$ cat src/rtl/reg_bank_arbiter_if.sv
// reg_bank_arbiter_if
// Bundles every non-clock, non-reset signal around the register-bank arbiter.
// This covers the two requester ports (m0_*, m1_*), the arbiter status
// (gnt, busy), the enable and the bank-side access port (rb_*).
//   slave  : view taken by the arbiter (requests/bank replies in, results/strobes out)
//   master : view taken by whatever drives the arbiter (requesters + bank)
interface reg_bank_arbiter_if #(
  parameter int ADDR_W = 8,
  parameter int REG_W  = 8
);
  logic              ena;

  logic              m0_req;
  logic              m0_wr_rdn;
  logic [ADDR_W-1:0] m0_addr;
  logic [REG_W-1:0]  m0_wdata;
  logic              m0_done;
  logic [REG_W-1:0]  m0_rdata;
  logic              m0_err;

  logic              m1_req;
  logic              m1_wr_rdn;
  logic [ADDR_W-1:0] m1_addr;
  logic [REG_W-1:0]  m1_wdata;
  logic              m1_done;
  logic [REG_W-1:0]  m1_rdata;
  logic              m1_err;

  logic [1:0]        gnt;
  logic              busy;

  logic              rb_wr_rdn;
  logic [ADDR_W-1:0] rb_addr;
  logic [REG_W-1:0]  rb_wdata;
  logic              rb_we;
  logic [REG_W-1:0]  rb_rdata;
  logic              rb_ack;
  logic              rb_err;

  modport slave (
    input  ena,
    input  m0_req, m0_wr_rdn, m0_addr, m0_wdata,
    output m0_done, m0_rdata, m0_err,
    input  m1_req, m1_wr_rdn, m1_addr, m1_wdata,
    output m1_done, m1_rdata, m1_err,
    output gnt, busy,
    output rb_wr_rdn, rb_addr, rb_wdata, rb_we,
    input  rb_rdata, rb_ack, rb_err
  );

  modport master (
    output ena,
    output m0_req, m0_wr_rdn, m0_addr, m0_wdata,
    input  m0_done, m0_rdata, m0_err,
    output m1_req, m1_wr_rdn, m1_addr, m1_wdata,
    input  m1_done, m1_rdata, m1_err,
    input  gnt, busy,
    input  rb_wr_rdn, rb_addr, rb_wdata, rb_we,
    output rb_rdata, rb_ack, rb_err
  );
endinterface

$ cat src/rtl/reg_bank_arbiter.sv
// reg_bank_arbiter
// Shares one register-bank access port between two requesters using two-way
// round-robin arbitration, one transaction at a time. The winning request is
// latched onto rb_*, and rb_we is held until rb_ack arrives or TIMEOUT cycles
// pass. The result then comes back with a one-cycle done pulse to the owner.
// Ports:
//   clk, rst : clock, synchronous active-high reset
//   bus      : reg_bank_arbiter_if.slave.
//              The interface carries ena, m0_*/m1_* (requests, done, rdata
//              and err), gnt, busy and rb_*.
// All outputs are registered.
module reg_bank_arbiter #(
  parameter int ADDR_W  = 8,
  parameter int REG_W   = 8,
  parameter int TIMEOUT = 15   // 1..255
) (
  input  logic                clk,
  input  logic                rst,
  reg_bank_arbiter_if.slave   bus
);

  typedef enum logic [1:0] {
    IDLE   = 2'd0,
    ACCESS = 2'd1,
    RESP   = 2'd2
  } state_t;

  localparam logic [7:0] TIMEOUT_C = 8'(TIMEOUT);

  state_t            state_reg;
  logic              last_gnt_reg;
  logic              owner_reg;
  logic [7:0]        cnt_reg;
  logic [1:0]        gnt_reg;
  logic              busy_reg;
  logic              rb_we_reg;
  logic              rb_wr_rdn_reg;
  logic [ADDR_W-1:0] rb_addr_reg;
  logic [REG_W-1:0]  rb_wdata_reg;
  logic [1:0]        done_reg;
  logic [1:0]        err_reg;
  logic [REG_W-1:0]  rdata_reg [2];

  // Requester inputs gathered into index-by-master form.
  logic [1:0]        req;
  logic [1:0]        wr_rdn;
  logic [ADDR_W-1:0] addr  [2];
  logic [REG_W-1:0]  wdata [2];

  assign req      = {bus.m1_req, bus.m0_req};
  assign wr_rdn   = {bus.m1_wr_rdn, bus.m0_wr_rdn};
  assign addr[0]  = bus.m0_addr;
  assign addr[1]  = bus.m1_addr;
  assign wdata[0] = bus.m0_wdata;
  assign wdata[1] = bus.m1_wdata;

  // Master 1 wins when it is the only requester, or when both request and
  // master 0 had the previous grant.
  logic       win;
  logic [7:0] cnt_inc;

  assign win     = req[1] & (~req[0] | ~last_gnt_reg);
  assign cnt_inc = cnt_reg + 8'd1;

  always_ff @(posedge clk) begin
    if (rst) begin
      state_reg     <= IDLE;
      last_gnt_reg  <= 1'b1;
      owner_reg     <= 1'b0;
      cnt_reg       <= 8'd0;
      gnt_reg       <= 2'b00;
      busy_reg      <= 1'b0;
      rb_we_reg     <= 1'b0;
      rb_wr_rdn_reg <= 1'b0;
      rb_addr_reg   <= '0;
      rb_wdata_reg  <= '0;
      done_reg      <= 2'b00;
      err_reg       <= 2'b00;
      rdata_reg[0]  <= '0;
      rdata_reg[1]  <= '0;
    end else begin
      case (state_reg)
        IDLE: begin
          if (bus.ena && (|req)) begin
            owner_reg     <= win;
            gnt_reg       <= win ? 2'b10 : 2'b01;
            busy_reg      <= 1'b1;
            rb_we_reg     <= 1'b1;
            rb_wr_rdn_reg <= wr_rdn[win];
            rb_addr_reg   <= addr[win];
            rb_wdata_reg  <= wdata[win];
            cnt_reg       <= 8'd0;
            state_reg     <= ACCESS;
          end
        end

        ACCESS: begin
          // An ack in the same cycle the count expires still counts as a
          // normal completion, so it is tested first.
          if (bus.rb_ack) begin
            rb_we_reg            <= 1'b0;
            done_reg[owner_reg]  <= 1'b1;
            err_reg[owner_reg]   <= bus.rb_err;
            rdata_reg[owner_reg] <= rb_wr_rdn_reg ? '0 : bus.rb_rdata;
            state_reg            <= RESP;
          end else begin
            cnt_reg <= cnt_inc;
            if (cnt_inc == TIMEOUT_C) begin
              rb_we_reg            <= 1'b0;
              done_reg[owner_reg]  <= 1'b1;
              err_reg[owner_reg]   <= 1'b1;
              rdata_reg[owner_reg] <= '0;
              state_reg            <= RESP;
            end
          end
        end

        RESP: begin
          done_reg     <= 2'b00;
          last_gnt_reg <= owner_reg;
          cnt_reg      <= 8'd0;
          gnt_reg      <= 2'b00;
          busy_reg     <= 1'b0;
          state_reg    <= IDLE;
        end

        default: state_reg <= IDLE;
      endcase
    end
  end

  assign bus.gnt       = gnt_reg;
  assign bus.busy      = busy_reg;
  assign bus.rb_we     = rb_we_reg;
  assign bus.rb_wr_rdn = rb_wr_rdn_reg;
  assign bus.rb_addr   = rb_addr_reg;
  assign bus.rb_wdata  = rb_wdata_reg;
  assign bus.m0_done   = done_reg[0];
  assign bus.m0_err    = err_reg[0];
  assign bus.m0_rdata  = rdata_reg[0];
  assign bus.m1_done   = done_reg[1];
  assign bus.m1_err    = err_reg[1];
  assign bus.m1_rdata  = rdata_reg[1];

endmodule

$ cat src/flat_wrapper.sv
// flat-port wrapper written by rule: the top's interface ports become plain ports
module reg_bank_arbiter_flat 
#(
  parameter int ADDR_W  = 8,
  parameter int REG_W   = 8,
  parameter int TIMEOUT = 15            
)
  (clk, rst, bus_ena, bus_m0_req, bus_m0_wr_rdn, bus_m0_addr, bus_m0_wdata, bus_m0_done, bus_m0_rdata, bus_m0_err, bus_m1_req, bus_m1_wr_rdn, bus_m1_addr, bus_m1_wdata, bus_m1_done, bus_m1_rdata, bus_m1_err, bus_gnt, bus_busy, bus_rb_wr_rdn, bus_rb_addr, bus_rb_wdata, bus_rb_we, bus_rb_rdata, bus_rb_ack, bus_rb_err);
  reg_bank_arbiter_if #(.ADDR_W(ADDR_W), .REG_W(REG_W)) bus_i ();
  input  logic clk;
  input  logic rst;
  input wire logic [$bits(bus_i.ena)-1:0] bus_ena;
  input wire logic [$bits(bus_i.m0_req)-1:0] bus_m0_req;
  input wire logic [$bits(bus_i.m0_wr_rdn)-1:0] bus_m0_wr_rdn;
  input wire logic [$bits(bus_i.m0_addr)-1:0] bus_m0_addr;
  input wire logic [$bits(bus_i.m0_wdata)-1:0] bus_m0_wdata;
  output wire logic [$bits(bus_i.m0_done)-1:0] bus_m0_done;
  output wire logic [$bits(bus_i.m0_rdata)-1:0] bus_m0_rdata;
  output wire logic [$bits(bus_i.m0_err)-1:0] bus_m0_err;
  input wire logic [$bits(bus_i.m1_req)-1:0] bus_m1_req;
  input wire logic [$bits(bus_i.m1_wr_rdn)-1:0] bus_m1_wr_rdn;
  input wire logic [$bits(bus_i.m1_addr)-1:0] bus_m1_addr;
  input wire logic [$bits(bus_i.m1_wdata)-1:0] bus_m1_wdata;
  output wire logic [$bits(bus_i.m1_done)-1:0] bus_m1_done;
  output wire logic [$bits(bus_i.m1_rdata)-1:0] bus_m1_rdata;
  output wire logic [$bits(bus_i.m1_err)-1:0] bus_m1_err;
  output wire logic [$bits(bus_i.gnt)-1:0] bus_gnt;
  output wire logic [$bits(bus_i.busy)-1:0] bus_busy;
  output wire logic [$bits(bus_i.rb_wr_rdn)-1:0] bus_rb_wr_rdn;
  output wire logic [$bits(bus_i.rb_addr)-1:0] bus_rb_addr;
  output wire logic [$bits(bus_i.rb_wdata)-1:0] bus_rb_wdata;
  output wire logic [$bits(bus_i.rb_we)-1:0] bus_rb_we;
  input wire logic [$bits(bus_i.rb_rdata)-1:0] bus_rb_rdata;
  input wire logic [$bits(bus_i.rb_ack)-1:0] bus_rb_ack;
  input wire logic [$bits(bus_i.rb_err)-1:0] bus_rb_err;
  assign bus_i.ena = bus_ena;
  assign bus_i.m0_req = bus_m0_req;
  assign bus_i.m0_wr_rdn = bus_m0_wr_rdn;
  assign bus_i.m0_addr = bus_m0_addr;
  assign bus_i.m0_wdata = bus_m0_wdata;
  assign bus_m0_done = bus_i.m0_done;
  assign bus_m0_rdata = bus_i.m0_rdata;
  assign bus_m0_err = bus_i.m0_err;
  assign bus_i.m1_req = bus_m1_req;
  assign bus_i.m1_wr_rdn = bus_m1_wr_rdn;
  assign bus_i.m1_addr = bus_m1_addr;
  assign bus_i.m1_wdata = bus_m1_wdata;
  assign bus_m1_done = bus_i.m1_done;
  assign bus_m1_rdata = bus_i.m1_rdata;
  assign bus_m1_err = bus_i.m1_err;
  assign bus_gnt = bus_i.gnt;
  assign bus_busy = bus_i.busy;
  assign bus_rb_wr_rdn = bus_i.rb_wr_rdn;
  assign bus_rb_addr = bus_i.rb_addr;
  assign bus_rb_wdata = bus_i.rb_wdata;
  assign bus_rb_we = bus_i.rb_we;
  assign bus_i.rb_rdata = bus_rb_rdata;
  assign bus_i.rb_ack = bus_rb_ack;
  assign bus_i.rb_err = bus_rb_err;
  reg_bank_arbiter #(.ADDR_W(ADDR_W), .REG_W(REG_W), .TIMEOUT(TIMEOUT)) u_core (.clk(clk), .rst(rst), .bus(bus_i));
endmodule
$ cat config.mk
export PLATFORM = sky130hd
export DESIGN_NAME = reg_bank_arbiter_flat
export DESIGN_NICKNAME = d
export VERILOG_FILES = /design/src/rtl/reg_bank_arbiter_if.sv /design/src/rtl/reg_bank_arbiter.sv /design/src/flat_wrapper.sv
export SDC_FILE = /design/constraint.sdc
export NUM_CORES = 1
export LEC_CHECK = 0
export BUFFER_PORTS_ARGS = -buffer_cell sky130_fd_sc_hd__buf_2
export CAP_MARGIN = 20
export CORE_MARGIN = 2
export CORE_UTILIZATION = 53
export CTS_CLUSTER_DIAMETER = 80
export CTS_CLUSTER_SIZE = 24
export DETAILED_ROUTE_END_ITERATION = 8
export PLACE_DENSITY_LB_ADDON = 0.15
export SYNTH_ARGS = -nofsm -noshare
export SYNTH_HDL_FRONTEND = slang
export SYNTH_SLANG_ARGS = --single-unit
export TNS_END_PERCENT = 30
$ cat constraint.sdc
create_clock -name clk -period 6.7 [get_ports clk]
set_input_delay 0.67 -clock clk [delete_from_list [all_inputs] [get_ports clk]]
set_output_delay 0.67 -clock clk [all_outputs]
set_load 0.05 [all_outputs]
-- After elaboration in Yosys (flattened, before gate mapping)
Memory sizes are Yosys's and may differ from the RTL's.
Cells that the tools add are included.
- flip-flop bits (word level): 37
- output and inout bits: 41
- memories kept: 1
- RAM bits: 16
- bits of input ports: 49
- memory list (name ; depth ; bits a word ; rd ports ; clocked after memory_dff ; write ports ; line ; source):
    u_core.rdata_reg ; 2 ; 8 ; 2 ; 0 ; 2 ; reg_bank_arbiter.sv:42 ; logic [REG_W-1:0] rdata_reg [2];
- mux-type cells: 47
- bitwise logic cells: 8
- reduce and logical (&&, ||, !) cells: 17
- equal/unequal tests: 6
- magnitude comparators: 4
- $add $sub $neg: 1
- operator list (cell ; number):
    two-way mux 8 bit ; 11
    case mux 8 bit (3 select lines) ; 1
    two-way mux 1 bit ; 19
    two-way mux 2 bit ; 9
    case mux 2 bit (2 select lines) ; 3
    AND reduction 2 bit ; 5
    adder 8 x 1 -> 8 bit, second input constant ; 1
    == test 8 x 4 -> 1 bit, second input constant ; 1
    nonzero test 2 bit ; 4
    OR reduction 8 bit ; 1
    AND reduction 3 bit ; 2
    < comparator 1 x 2 -> 1 bit, second input constant ; 2
    OR 2 bit ; 2
    case mux 1 bit (2 select lines) ; 2
    inequality test 3 x 2 -> 1 bit, second input constant ; 1
    nonzero test 3 bit ; 1
    bitwise mux 2 bit ; 1
    == test 2 x 1 -> 1 bit, second input constant ; 1
    == test 2 bit, second input constant ; 1
    greater-or-equal comparator 2 bit, second input constant ; 1
    logical AND 1 bit ; 2
    zero test 2 bit ; 1
    inequality test 2 x 1 -> 1 bit, second input constant ; 1
    inequality test 2 bit, second input constant ; 1
    7 further kinds ; 9

-- Longest topological paths before layout
- depth after elaboration: 10
- depth in mapped cells: 9
- gate-level depth less buffers: 7

-- Least setup slack after synthesis
Ideal clock, no wire load.
- path type: register to register
- from: register u_core.cnt_reg[0]
- to: memory u_core.rdata_reg[1][0], enable pin
- arrival time: 1936 ps
- required time: 6316 ps
- stages on the path, launching flop included: 7
- library setup time: 384 ps
- clock period less this slack: 2320 ps
- setup slack: 4380 ps
- buffers on the path: 0
- path through: dfxtp_1 > ha_1 > xor2_1 > nand3b_1 > nor4_2 > a21oi_2 > o21ai_0
- RTL lines (item ; line ; source):
    start: declaration ; reg_bank_arbiter.sv:33 ; logic [7:0] cnt_reg;
    start signal: assignment ; reg_bank_arbiter.sv:107 ; cnt_reg <= cnt_inc;
    end: declaration ; reg_bank_arbiter.sv:42 ;

==> results.tsv <==
metric	value	unit
relSlewSlack	28.03	%
drive_above_1_share	33.23	%
hold_class	reg -> reg	
dieArea	5155	sq um
max-vdd-ir-drop	168.5	uV
drt-total-wl	5003	um
cts_root_buf	clkbuf_8	
yosysSeqAreaShare	50.13	%
htreeDepth	2	
tightestPinTransition	1.068	ns
final.setup.tns	0	ns
drv_slew	0	
mappedNetlistArea	2436	sq um
antenna_found_initial	0	
finalWeightedCongestion	0.9562	
critPathMaxFanout	8	
rr_worst_depth	6	
power.leakage	0.001329	uW
drc	0	
largest_register_ffs	16	
hold_viol	0	
via_count	2036	
clkTransAtPathRegs	0.08	ns
ctsResizeCount	0	
grt_util_all_layers	20.04	%
post-route-util	68.72	%
die_w	71.80	um
grt-ovfl-total	0	
first_iter_violations	70	
place_area	2905	sq um
nets	386	
firstDrtPassIters	5	
dp_hpwl	3813	um
die_y	71.80	um
ant_nets	0	
status	finished, final reports clean	
holdWs	0.4525	ns
grt_start_max_net_pins	34	
cp-start-kind	flip-flop	
synth_top_area_share	30.41	%
clock_latency	0.30	ns
yosysWarnings	0	
post_cts_buffers	0	
async_flop_share	0	%
yosys-top-cells-count	dfxtp_1 (37), nor2_1 (37), mux2i_1 (21), a211oi_1 (18), and2_1 (17)	
rows	24	
portBuffers	89	
synth_cells	243	
rsz0062_at_grt	false	
grt_pass1_wl	8100	um
synth-edff-count	16	
critPathArrivalTime	2.59	ns
fin_ws	4.034	ns
stdcell_area	3013	sq um
setup_viol	0	
areaGrowthSynthToFinish	23.68	%
cts_sinks	53	
fillers	362	
powerDensity	331.6	nW/um^2
cap_violations	0	
grt_pass1_vias	1885	
period_needed	2.666	ns
io_pins	90	
n_antenna_cell	0	
pre_cts_ws	4.012	ns
cp.required	6.63	ns
viasPerCell	5.316	
initial_core_util	55.57	%
period_share	39.80	%
synth_top_cell_by_area	dfxtp_1	
ctsLongestPathBuffers	2	
holdPathStages	2	
endpoint_kind	flip-flop	
routedWlPerCell	13.06	um
worstSetupPathType	reg -> reg	
cts_tree	done	
synth_nets	299	
skew	0.005872	ns
cts_hold_buf	0	
cts_buffers	5	
core_area	4384	sq um
synth_area_per_cell	10.03	sq um
synth_flop_cell	dfxtp_1	
ys_seq_elements	53	
fmax	375.1	MHz
netlist_top_cells_area	dfxtp_1 (30%), edfxtp_1 (20%), mux2i_1 (8.6%)	
synth.distinct_cells	43	
-- critical path, cell delays in order, from the launching register on --
cell      delay (ns)
dfxtp_1         0.43
ha_1            0.24
xor2_1          0.15
nand3b_1        0.10
nor4_2          0.34
a21oi_2         0.16
o21ai_0         0.87
-- cell families after synthesis --
| group | Yosys count | share of synthesized area [%] |
|---|---|---|
| AOI/OAI and AO/OA | 51 | 14.33 |
| xor gates and xnor gates | 4 | 1.438 |
| adders and majority gates | 7 | 3.595 |
| buffers and inverters | 20 | 3.801 |
| DFF | 53 | 50.13 |
| muxes | 21 | 8.629 |
| and+or+nand+nor | 87 | 18.08 |
-- worst paths after layout --
path                                         start  slack (ns)                      to
worst max register to register   u_core.cnt_reg[0]        4.03  u_core.rdata_reg[1][2]
worst min-delay path            u_core.done_reg[1]        0.45      u_core.done_reg[1]
worst min register to register  u_core.done_reg[1]        0.45      u_core.done_reg[1]
worst max-delay path             u_core.cnt_reg[0]        4.03  u_core.rdata_reg[1][2]
-- stage by stage --
step	power, uW	instances
floorplan	722.4	243
global placement	804.9	374
detailed placement	812.1	374
CTS	1007	382
global route	1055	383
finish	999.0	383
-- final cells by class --
class	count	area [sq um]	share of cell area (%)
clock inverter	1	5.005	0.1661
timing repair buffer	92	465.4	15.45
tap	52	65.06	2.159
clock buffer	7	97.59	3.239
inverter	8	30.03	0.9967
multi-input combinational	170	1129	37.46
sequential	53	1221	40.53
-- cells in the final DEF (no fill, tap or decap), types with 2 or more instances in the layout --
master,n
clkbuf_8,5
mux2i_1,21
nand3b_1,3
a31oi_1,2
nor3_1,3
inv_1,8
and3_1,2
o21a_1,2
edfxtp_1,16
nand3_1,4
nor2_1,36
a22oi_1,2
nand2_1,8
nor4_1,2
and2_1,17
buf_4,2
ha_1,7
a211oi_1,18
o211ai_1,2
o21ai_0,7
buf_2,90
nor2_2,3
dfxtp_1,37
xnor2_1,3
a21oi_1,10
nand4_1,2
-- power by group --
| part | total, uW | internal (uW) | switching, uW |
|---|---|---|---|
| sequential | 410 | 382 | 28.1 |
| clock | 194 | 95.9 | 98.4 |
| combinational | 394 | 108 | 287 |
-- layer usage --
| metal | wire [um] | part of all wire [%] | vias to the layer above | global-route usage, % |
|---|---|---|---|---|
| met2 | 2457 | 49 | 74 | 36.42 |
| met5 | 0 | 0 | - | 0 |
| met3 | 334 | 6.7 | 6 | 5.907 |
| met1 | 2162 | 43 | 917 | 22.81 |
| li1 | - | - | 1039 | - |
| met4 | 50 | 1.0 | 0 | 5.451 |
No activity file was read; power rests on OpenSTA's default activity.
